$ cat src/rtl/alu_pkg.sv
// Shared constants for the SISC multi-cycle ALU: function codes, mode codes,
// FSM state encoding, status bit positions and status-update masks.
package alu_pkg;

    localparam logic [3:0] F_MUL = 4'd0;
    localparam logic [3:0] F_ADD = 4'd1;
    localparam logic [3:0] F_SUB = 4'd2;
    localparam logic [3:0] F_ADC = 4'd3;
    localparam logic [3:0] F_NOT = 4'd4;
    localparam logic [3:0] F_OR  = 4'd5;
    localparam logic [3:0] F_AND = 4'd6;
    localparam logic [3:0] F_XOR = 4'd7;
    localparam logic [3:0] F_ROR = 4'd8;
    localparam logic [3:0] F_ROL = 4'd9;
    localparam logic [3:0] F_SHR = 4'd10;
    localparam logic [3:0] F_SHL = 4'd11;
    localparam logic [3:0] F_RRC = 4'd12;
    localparam logic [3:0] F_RLC = 4'd13;
    localparam logic [3:0] F_ASR = 4'd14;
    localparam logic [3:0] F_ASL = 4'd15;

    localparam logic [2:0] M_FC    = 3'b000;
    localparam logic [2:0] M_FCI   = 3'b001;
    localparam logic [2:0] M_ADDI  = 3'b010;
    localparam logic [2:0] M_SUBI  = 3'b011;
    localparam logic [2:0] M_INC   = 3'b100;
    localparam logic [2:0] M_DEC   = 3'b101;
    localparam logic [2:0] M_PASSA = 3'b110;
    localparam logic [2:0] M_PASSB = 3'b111;

    typedef enum logic [1:0] {
        S_IDLE  = 2'd0,
        S_SHIFT = 2'd1,
        S_MUL   = 2'd2
    } state_t;

    localparam int ST_C = 3;
    localparam int ST_V = 2;
    localparam int ST_N = 1;
    localparam int ST_Z = 0;

    localparam logic [3:0] UPD_ALL  = 4'b1111;
    localparam logic [3:0] UPD_CNZ  = 4'b1011;
    localparam logic [3:0] UPD_NZ   = 4'b0011;
    localparam logic [3:0] UPD_NONE = 4'b0000;

endpackage

$ cat src/rtl/alu_comb.sv
// Single-cycle ALU datapath: operand-B select, add/sub, logic unit, flags and
// status-update mask. ALU_SEQ_MUL_EN selects the update mask for funct 0.
module alu_comb
    import alu_pkg::*;
#(
    parameter int WIDTH   = 32,
    parameter int IMM_W   = 16,
    parameter int SHAMT_W = $clog2(WIDTH)
) (
    input  logic [WIDTH-1:0]   a,
    input  logic [WIDTH-1:0]   rsb,
    input  logic [IMM_W-1:0]   imm,
    input  logic               c_in,
    input  logic [2:0]         mode,
    input  logic [3:0]         funct,
    output logic [WIDTH-1:0]   result,
    output logic [3:0]         flags,
    output logic [3:0]         sts_upd,
    output logic               is_shift,
    output logic [SHAMT_W-1:0] shamt
);

    logic [WIDTH-1:0] imm_x;
    logic [WIDTH-1:0] opb;
    logic [WIDTH-1:0] b_eff;
    logic [WIDTH:0]   sum;
    logic             add_op;
    logic             sub_op;
    logic             cin_add;
    logic             c_flag;
    logic             v_flag;

    always_comb begin
        imm_x    = {{(WIDTH-IMM_W){imm[IMM_W-1]}}, imm};
        opb      = (mode == M_FCI) ? imm_x : rsb;
        b_eff    = opb;
        add_op   = 1'b0;
        sub_op   = 1'b0;
        cin_add  = 1'b0;
        result   = '0;
        c_flag   = 1'b0;
        v_flag   = 1'b0;
        sum      = '0;
        sts_upd  = UPD_CNZ;
        is_shift = 1'b0;
        case (mode)
            M_ADDI:  begin b_eff = imm_x;     add_op = 1'b1; end
            M_SUBI:  begin b_eff = imm_x;     sub_op = 1'b1; end
            M_INC:   begin b_eff = WIDTH'(1); add_op = 1'b1; end
            M_DEC:   begin b_eff = WIDTH'(1); sub_op = 1'b1; end
            M_PASSA: result = a;
            M_PASSB: result = opb;
            default: begin
                case (funct[3:2])
                    2'b00:   sts_upd = UPD_ALL;
                    2'b01:   sts_upd = UPD_NZ;
                    2'b10:   sts_upd = UPD_NZ;
                    default: sts_upd = UPD_CNZ;
                endcase
                case (funct)
                    F_MUL: begin
`ifdef ALU_SEQ_MUL_EN
                        sts_upd = UPD_CNZ;
`else
                        sts_upd = UPD_NONE;
`endif
                    end
                    F_ADD: add_op = 1'b1;
                    F_SUB: sub_op = 1'b1;
                    F_ADC: begin add_op = 1'b1; cin_add = c_in; end
                    F_NOT: result = ~a;
                    F_OR:  result = a | opb;
                    F_AND: result = a & opb;
                    F_XOR: result = a ^ opb;
                    default: begin
                        // zero-distance shift: pass A, carry only survives the through-carry rotates
                        is_shift = 1'b1;
                        result   = a;
                        c_flag   = (funct == F_RRC || funct == F_RLC) ? c_in : 1'b0;
                    end
                endcase
            end
        endcase

        // C is bit WIDTH of the unsigned sum/difference, i.e. borrow on subtract
        if (add_op) begin
            sum    = {1'b0, a} + {1'b0, b_eff} + {{WIDTH{1'b0}}, cin_add};
            v_flag = (a[WIDTH-1] == b_eff[WIDTH-1]) && (sum[WIDTH-1] != a[WIDTH-1]);
        end else if (sub_op) begin
            sum    = {1'b0, a} - {1'b0, b_eff};
            v_flag = (a[WIDTH-1] != b_eff[WIDTH-1]) && (sum[WIDTH-1] != a[WIDTH-1]);
        end
        if (add_op || sub_op) begin
            result = sum[WIDTH-1:0];
            c_flag = sum[WIDTH];
        end
    end

    assign shamt = opb[SHAMT_W-1:0];
    assign flags = {c_flag, v_flag, result[WIDTH-1], result == '0};

endmodule

$ cat src/rtl/alu_seq.sv
// Multi-cycle ALU with start/busy/done handshake and bit-serial shifts.
// Defining ALU_SEQ_MUL_EN adds a shift-add multiplier on funct 0.
//
// state   | meaning
// S_IDLE  | accepts start; single-cycle ops complete here
// S_SHIFT | one shift/rotate bit per cycle until the down-counter hits 0
// S_MUL   | one shift-add iteration per cycle, WIDTH iterations
module alu_seq
    import alu_pkg::*;
#(
    parameter int WIDTH   = 32,
    parameter int IMM_W   = 16,
    parameter int SHAMT_W = $clog2(WIDTH)
) (
    input  logic             clk,
    input  logic             rst,
    input  logic             start,
    input  logic [WIDTH-1:0] rsa,
    input  logic [WIDTH-1:0] rsb,
    input  logic [IMM_W-1:0] imm,
    input  logic             c_in,
    input  logic [3:0]       alu_op,
    input  logic [3:0]       funct,
    output logic             busy,
    output logic             done,
    output logic [WIDTH-1:0] alu_result,
    output logic [3:0]       stat,
    output logic [3:0]       stat_en
);

    logic [WIDTH-1:0]   c_result;
    logic [3:0]         c_flags;
    logic [3:0]         c_upd;
    logic               c_is_shift;
    logic [SHAMT_W-1:0] c_shamt;

    alu_comb #(.WIDTH(WIDTH), .IMM_W(IMM_W), .SHAMT_W(SHAMT_W)) u_comb (
        .a        (rsa),
        .rsb      (rsb),
        .imm      (imm),
        .c_in     (c_in),
        .mode     (alu_op[3:1]),
        .funct    (funct),
        .result   (c_result),
        .flags    (c_flags),
        .sts_upd  (c_upd),
        .is_shift (c_is_shift),
        .shamt    (c_shamt)
    );

    state_t             state_q, state_d;
    logic               busy_q, busy_d;
    logic               done_q, done_d;
    logic [WIDTH-1:0]   result_q, result_d;
    logic [3:0]         stat_q, stat_d;
    logic [3:0]         stat_en_q, stat_en_d;
    logic [WIDTH-1:0]   sh_q, sh_d;
    logic               cy_q, cy_d;
    logic [SHAMT_W-1:0] cnt_q, cnt_d;
    logic [3:0]         funct_q, funct_d;
    logic [3:0]         upd_q, upd_d;
    logic [WIDTH-1:0]   sh_nx;
    logic               cy_nx;

    always_comb begin
        sh_nx = sh_q;
        cy_nx = cy_q;
        case (funct_q)
            F_ROR:   begin cy_nx = sh_q[0];       sh_nx = {sh_q[0], sh_q[WIDTH-1:1]};       end
            F_ROL:   begin cy_nx = sh_q[WIDTH-1]; sh_nx = {sh_q[WIDTH-2:0], sh_q[WIDTH-1]}; end
            F_SHR:   begin cy_nx = sh_q[0];       sh_nx = {1'b0, sh_q[WIDTH-1:1]};          end
            F_RRC:   begin cy_nx = sh_q[0];       sh_nx = {cy_q, sh_q[WIDTH-1:1]};          end
            F_RLC:   begin cy_nx = sh_q[WIDTH-1]; sh_nx = {sh_q[WIDTH-2:0], cy_q};          end
            F_ASR:   begin cy_nx = sh_q[0];       sh_nx = {sh_q[WIDTH-1], sh_q[WIDTH-1:1]}; end
            default: begin cy_nx = sh_q[WIDTH-1]; sh_nx = {sh_q[WIDTH-2:0], 1'b0};          end
        endcase
    end

`ifdef ALU_SEQ_MUL_EN
    logic [WIDTH-1:0] mcand_q, mcand_d;
    logic [WIDTH-1:0] mhi_q, mhi_d;
    logic [WIDTH-1:0] mhi_nx, mlo_nx;
    logic [WIDTH:0]   mac;
    logic             is_mul;
    logic [WIDTH-1:0] mul_b;

    assign is_mul = (alu_op[3:2] == 2'b00) && (funct == F_MUL);
    assign mul_b  = alu_op[1] ? {{(WIDTH-IMM_W){imm[IMM_W-1]}}, imm} : rsb;

    // {hi, lo} shifts right each step; lo starts as the multiplier in sh_q
    always_comb begin
        mac    = {1'b0, mhi_q} + (sh_q[0] ? {1'b0, mcand_q} : '0);
        mhi_nx = mac[WIDTH:1];
        mlo_nx = {mac[0], sh_q[WIDTH-1:1]};
    end
`endif

    always_comb begin
        state_d   = state_q;
        busy_d    = busy_q;
        done_d    = 1'b0;
        result_d  = result_q;
        stat_d    = stat_q;
        stat_en_d = '0;
        sh_d      = sh_q;
        cy_d      = cy_q;
        cnt_d     = cnt_q;
        funct_d   = funct_q;
        upd_d     = upd_q;
`ifdef ALU_SEQ_MUL_EN
        mcand_d   = mcand_q;
        mhi_d     = mhi_q;
`endif
        case (state_q)
            S_IDLE: begin
                busy_d = 1'b0;
                if (start && !busy_q) begin
                    funct_d = funct;
                    upd_d   = alu_op[0] ? c_upd : '0;
`ifdef ALU_SEQ_MUL_EN
                    if (is_mul) begin
                        sh_d    = mul_b;
                        mcand_d = rsa;
                        mhi_d   = '0;
                        cnt_d   = SHAMT_W'(WIDTH-1);
                        busy_d  = 1'b1;
                        state_d = S_MUL;
                    end else
`endif
                    if (c_is_shift && c_shamt != '0) begin
                        sh_d    = rsa;
                        cy_d    = c_in;
                        cnt_d   = c_shamt - 1'b1;
                        busy_d  = 1'b1;
                        state_d = S_SHIFT;
                    end else begin
                        result_d  = c_result;
                        stat_d    = c_flags;
                        stat_en_d = alu_op[0] ? c_upd : '0;
                        done_d    = 1'b1;
                    end
                end
            end
            S_SHIFT: begin
                sh_d  = sh_nx;
                cy_d  = cy_nx;
                cnt_d = cnt_q - 1'b1;
                if (cnt_q == '0) begin
                    result_d  = sh_nx;
                    stat_d    = {cy_nx, 1'b0, sh_nx[WIDTH-1], sh_nx == '0};
                    stat_en_d = upd_q;
                    done_d    = 1'b1;
                    state_d   = S_IDLE;
                end
            end
            S_MUL: begin
`ifdef ALU_SEQ_MUL_EN
                sh_d  = mlo_nx;
                mhi_d = mhi_nx;
                cnt_d = cnt_q - 1'b1;
                if (cnt_q == '0) begin
                    result_d  = mlo_nx;
                    stat_d    = {|mhi_nx, 1'b0, mlo_nx[WIDTH-1], mlo_nx == '0};
                    stat_en_d = upd_q;
                    done_d    = 1'b1;
                    state_d   = S_IDLE;
                end
`else
                state_d = S_IDLE;
`endif
            end
            default: state_d = S_IDLE;
        endcase
    end

    always_ff @(posedge clk) begin
        if (rst) begin
            state_q   <= S_IDLE;
            busy_q    <= 1'b0;
            done_q    <= 1'b0;
            result_q  <= '0;
            stat_q    <= '0;
            stat_en_q <= '0;
            sh_q      <= '0;
            cy_q      <= 1'b0;
            cnt_q     <= '0;
            funct_q   <= '0;
            upd_q     <= '0;
`ifdef ALU_SEQ_MUL_EN
            mcand_q   <= '0;
            mhi_q     <= '0;
`endif
        end else begin
            state_q   <= state_d;
            busy_q    <= busy_d;
            done_q    <= done_d;
            result_q  <= result_d;
            stat_q    <= stat_d;
            stat_en_q <= stat_en_d;
            sh_q      <= sh_d;
            cy_q      <= cy_d;
            cnt_q     <= cnt_d;
            funct_q   <= funct_d;
            upd_q     <= upd_d;
`ifdef ALU_SEQ_MUL_EN
            mcand_q   <= mcand_d;
            mhi_q     <= mhi_d;
`endif
        end
    end

    assign busy       = busy_q;
    assign done       = done_q;
    assign alu_result = result_q;
    assign stat       = stat_q;
    assign stat_en    = stat_en_q;

endmodule

$ cat config.mk
export PLATFORM = sky130hd
export DESIGN_NAME = alu_seq
export DESIGN_NICKNAME = d
export VERILOG_FILES = /design/src/rtl/alu_pkg.sv /design/src/rtl/alu_comb.sv /design/src/rtl/alu_seq.sv
export SDC_FILE = /design/constraint.sdc
export NUM_CORES = 1
export LEC_CHECK = 0
export CAP_MARGIN = 40
export CORE_ASPECT_RATIO = 1.1
export CORE_MARGIN = 2
export CORE_UTILIZATION = 40
export CTS_CLUSTER_SIZE = 12
export DETAILED_ROUTE_END_ITERATION = 8
export HOLD_SLACK_MARGIN = 0.08
export PLACE_DENSITY = 0.7
export SYNTH_ARGS = -nofsm -noshare
export SYNTH_HDL_FRONTEND = slang
export SYNTH_SLANG_ARGS = --single-unit
export TNS_END_PERCENT = 30
$ cat constraint.sdc
create_clock -name clk -period 8.92 [get_ports clk]
set_input_delay 0.892 -clock clk [delete_from_list [all_inputs] [get_ports clk]]
set_output_delay 0.892 -clock clk [all_outputs]
set_load 0.02 [all_outputs]
Yosys cells after proc, flatten, opt, wreduce, memory -nomap -nowiden
Cells that the tools add are included.
W data, S select, Z words.
{"block": "word_totals", "ff_bits": 90, "latchBits": 0, "ram_bits": 0, "rom_bits": 0, "in_bits": 92, "out_inout_bits": 42, "word_cells": 143, "mem_count": 0}
{"block": "classes", "n_addsub": 5, "mul": 0, "div": 0, "n_lt_le_gt_ge": 0, "eq_ne": 33, "n_shift": 0, "n_mux": 58, "bitwise_logic": 4, "n_reduce_logical": 32}
{"operator": "$mux W32", "n": 7}
{"operator": "$pmux W32 S2", "n": 3}
{"operator": "$pmux W32 S6", "n": 1}
{"operator": "$pmux W32 S5", "n": 1}
{"operator": "$pmux W32 S3", "n": 1}
{"operator": "$mux W33", "n": 2}
{"operator": "$logic_not A32 Y1", "n": 2}
{"operator": "$mux W4", "n": 9}
{"operator": "$add A32 B32 Y33", "n": 1}
{"operator": "$add A33 B1 Y33", "n": 1}
{"operator": "$sub A32 B32 Y33", "n": 1}
{"operator": "$and A32 B32 Y32", "n": 1}
{"operator": "$eq A4 B4 Y1 const B", "n": 8}
{"operator": "$not A32 Y32", "n": 1}
{"operator": "$or A32 B32 Y32", "n": 1}
{"operator": "$xor A32 B32 Y32", "n": 1}
{"operator": "$pmux W4 S2", "n": 3}
{"operator": "$mux W1", "n": 20}
{"operator": "$reduce_or A4 Y1", "n": 5}
{"operator": "$eq A4 B3 Y1 const B", "n": 4}
{"operator": "$eq A3 B3 Y1 const B", "n": 4}
{"operator": "$reduce_or A2 Y1", "n": 6}
{"operator": "$mux W5", "n": 2}
{"operator": "$pmux W5 S2", "n": 1}
{"operator": "other kinds (26)", "n": 46}

Depth between registers and ports, before layout
{"block": "depth", "depth_word": 11, "mapped_depth": 22}

Cells and area by module
Synthesis repeated with hierarchy kept, for this count alone.
{"block": "hier_totals", "hier_cells": 1851, "hier_area_um2": 13250.2}
{"mod": "alu_comb", "n_inst": 1, "cells_each": 1313, "area_each_um2": 8989.9}
{"mod": "alu_seq", "n_inst": 1, "cells_each": 538, "area_each_um2": 4260.3}

Worst setup path after synthesis
Ideal clock, no wire load.
{"block": "synth_timing", "path_kind": "input to register", "startpoint": "in alu_op[1]", "endpoint": "reg result_q[29], in the netlist alu_result[29]", "setup_time_ps": 132, "t_arrival_ps": 5688, "slack_ps": 3099, "cell_stages": 21, "cell_sequence": "or3b_1 > buf_6 > clkbuf_1 > buf_1 > clkbuf_1 > mux2i_1 > nor2_1 > a21o_1 > ha_1 > buf_2 > or4_1 > or4_1 > nor3_1 > nand2_1 > a2111oi_2 > nand2b_1 > a31oi_1 > xnor2_1 > a221oi_1 > a211o_1 > a21oi_1"}
{"block": "synth_via", "elab_chain_len": 10, "elab_cells_between_ends": 40, "classes_between": "add/sub: 3; eq/ne: 8; mux: 14; bitwise: 3; reduce/logical: 12"}
{"item": "from (decl)", "line_no": "alu_seq.sv:22", "text": "input logic [3:0] alu_op,"}
{"item": "$eq A3 B1 Y1, or another cell as far along", "line_no": "alu_comb.sv:35", "text": "opb = (mode == M_FCI) ? imm_x : rsb;"}
{"item": "$mux W32 / $reduce_or A2 Y1 (equally long branches)"}
{"item": "$pmux W32 S2", "line_no": "alu_comb.sv:46", "text": "case (mode)"}
{"item": "$add A32 B32 Y33 / $sub A32 B32 Y33 (equally long branches)", "line_no": "alu_comb.sv:87, alu_comb.sv:90"}
{"item": "$add A33 B1 Y33 / $mux W33 (equally long branches)", "line_no": "alu_comb.sv:87, alu_comb.sv:89"}
{"item": "$mux W33", "line_no": "alu_comb.sv:86", "text": "if (add_op) begin"}
{"item": "$mux W32", "line_no": "alu_comb.sv:93", "text": "if (add_op || sub_op) begin"}
{"item": "$mux W32", "line_no": "alu_seq.sv:130", "text": "if (c_is_shift && c_shamt != '0) begin"}
{"item": "$mux W32", "line_no": "alu_seq.sv:117", "text": "if (start && !busy_q) begin"}
{"item": "$pmux W32 S2", "line_no": "alu_seq.sv:114", "text": "case (state_q)"}
{"item": "to (signal assigned)", "line_no": "alu_seq.sv:197", "text": "result_q <= result_d;"}
{"item": "to (decl)", "line_no": "alu_seq.sv:54", "text": "logic [WIDTH-1:0] result_q, result_d;"}
Several ways; a longest one is shown, not always the timed one. The select of a mux whose other input is x is not followed.
A chain may end at the register's enable or synchronous reset.

Final worst setup path
Same ends and word-level chain as after synthesis.

==> flow_summary.toml <==
[floorplanning]
ios = 134
num_rows = 66
core_mm2 = 0.02940
die_w_um = 168.1
die-area_mm2 = 0.03103
start_util = 0.4033
die_height_um = 184.6

[logic_synthesis]
yosysTopAreaCellShare = 0.1456
synth_top_flop_cell = "dfxtp_1"
yosys.area.top_type = "ha_1"
seq_area_frac_synth = 0.1452
ys_types = 90
synth_edf_count = 0
syn-cell-area_mm2 = 0.01186
synthTopCellsByArea = "ha_1 (15%), dfxtp_1 (15%), nand2_1 (7.5%), a21oi_1 (7.1%), nor2_1 (5.5%)"
postSynthCellCount = 1748
async_flop_share = 0
syn_avg_cell_area_um2 = 6.782
ys_ff_latch = 86
synthesis.nets = 1981
synth_warnings = 0

[cells_and_area]
final_common_cell = "nand2_1"
fin_nets = 2029
final_cell_mix = "nand2_1 (238), nor2_1 (169), a21oi_1 (168), ha_1 (138), inv_1 (136)"
area_growth_pct = 15.91
fin_util = 0.4674
drive_gt1_frac = 0.04886

[route]
dr.pass1.iters = 9
drt-total-wl_um = 51490
drt_iter0_drc = 1674
via_per_inst = 6.427
ant_nets = 0
avgRoutedWirePerCell_um = 23.66
vias = 13990
route.detailed.drc = 0

[hold_path]
min_from = "alu_result[27]$_SDFFE_PP0P_"
holdPathStages = 2
min_path_type = "register to register"
holdPathEnd = "alu_result[27]$_SDFFE_PP0P_"

[setup_path]
rr_worst_depth = 11
critPathLaunchType = "primary input"
critPathMaxFanout = 21
r2r_slack_ns = 5.09
critPathKind = "primary input to register"
r2r_end = "stat[0]$_SDFFE_PP0P_"
worstPathArrival_ns = 6.98
worstPathRequired_ns = 9.10
cp-startpoint = "alu_op[1]"
reg2reg_from = "state_q[0]$_SDFFE_PP0P_"
cp-end-kind = "register"

[power_and_ir_drop]
peakVddDrop_uv = 105.6
power.total_mw = 1.791
leakagePower_nw = 5.766
powerDensity_mw_per_mm2 = 130.4

[sta]
fmax_ghz = 0.1470
skew_ns = 0.008562
fin_crit_sh = 0.7627
finalSetupViolations = 0
rsz0062_at_grt = "false"
hold_viol_final = 0
finalCriticalPeriod_ns = 6.803
fin_ws_ns = 2.117
drv_slew = 0
tightest_slew_ns = 0.9454
relSlewSlack = 0.3659
setup_tns_ns = 0

[place]
dp.final_hpwl_um = 39280
portBuffers = 133
dp_slack_ns = 1.915
place_congestion = 1.006

[clock_network]
cts_tree = "built"
h-tree-depth = 3
clkSinkCount = 86
clk_pin_slew_ns = 0.06
clock_latency_ns = 0.34
cts-root-buf = "clkbuf_16"
post-cts-setup-buffer-count = 0
ctsResizeCount = 0
hold_buffers = 0
clk_path_buf_depth = 2
cts_buffers = 9

[grt]
grt.busiest_layer = "met2"
antenna_found_initial = 0
first_global_vias = 12960
grt_use_total = 0.3227
grt_use_met3 = 0.04015
grt_start_max_net_pins = 88
grt_overflow_total = 0
grt_pass1_wl_um = 77830
use_met2 = 0.5192
use_met1 = 0.4414

[run_status]
status = "finished clean"

[job]
drv_cap = 0
## power by group
part           switching (mW)  internal [mW]
Clock                   0.150          0.211
Combinational           0.651          0.354
Sequential             0.0174          0.409
## state kept, by name, indices dropped and copies added (netlist names)
name        cells
state_q         1
done            1
alu_result     31
stat            4
cnt_q           5
sh_q           32
funct_q         4
cy_q            1
stat_en         3
upd_q           3
busy            1
## worst max-delay path, stage by stage
cell and delay (ns):
clkdlybuf4s50_1 0.45, buf_4 0.29, or3b_2 0.77, buf_4 0.34, mux2i_1 0.28, nor2_1 0.07, a21o_1 0.19, ha_1 0.51
or4_1 0.62, or4_1 0.44, nor3_1 0.31, nand2_1 0.16, a2111oi_2 0.49, nand2b_1 0.21, a31oi_1 0.11, xnor2_1 0.15
a221oi_1 0.44, a211o_1 0.19, a21oi_1 0.06
## cell type report
class | count | area, um2
fill | 3047 | 15660
multi-input combinational | 1394 | 9160
sequential | 86 | 1723
timing repair buffer | 164 | 1569
inverter | 141 | 530.5
tap | 374 | 467.9
clock buffer | 13 | 270.3
clock inverter | 3 | 17.52
antenna | 1 | 2.502
## kinds of logic (layout without fill, tap and decap cells)
group	count (synthesis)	count (layout)	synth area share
simple gates	593	593	0.2246
flops	86	86	0.1452
compound gates	603	603	0.3428
fa+ha+maj	141	141	0.1507
mux	42	42	0.03894
other cells	0	1	0
buf+inv	268	321	0.08665
xor+xnor	15	15	0.01108
## per-stage QoR
step	std cells	area [um2]	hold WS, ns
floorplan	1748	11860	0.4366
global placement	2157	13420	0.4379
detailed placement	2159	13450	0.4434
CTS	2175	13740	0.4515
global route	2175	13740	0.4741
finish	2176	13740	0.4487
## worst max-delay path by stage
| stage | end | slack (ns) | cells after the start |
|---|---|---|---|
| 2_1_floorplan | alu_result[29]$_SDFFE_PP0P_ | 3.10 | 21 |
| 5_1_grt | alu_result[29]$_SDFFE_PP0P_ | 1.76 | 19 |
| 3_5_place_dp | alu_result[29]$_SDFFE_PP0P_ | 1.92 | 19 |
| 6_report | alu_result[29]$_SDFFE_PP0P_ | 2.12 | 19 |
| 4_1_cts | alu_result[29]$_SDFFE_PP0P_ | 2.24 | 19 |
| 3_3_place_gp | alu_result[29]$_SDFFE_PP0P_ | 2.06 | 19 |
## metal layers
metal / routed length [um] / part of all wire
met2: 23040 / 0.45
met5: 0 / 0
met3: 4591 / 0.089
met4: 1832 / 0.036
met1: 22020 / 0.43
## Yosys cell counts (28+ instances only)
library cell and count:
a21oi_1 168, inv_1 136, nor3_1 39, nor2_1 173, a21o_1 41, a221oi_1 28, clkbuf_1 112, ha_1 138
mux2i_1 31, dfxtp_1 86, o21ai_0 89, nand2_1 238
Note: power is estimated with default switching activity, not from simulation.
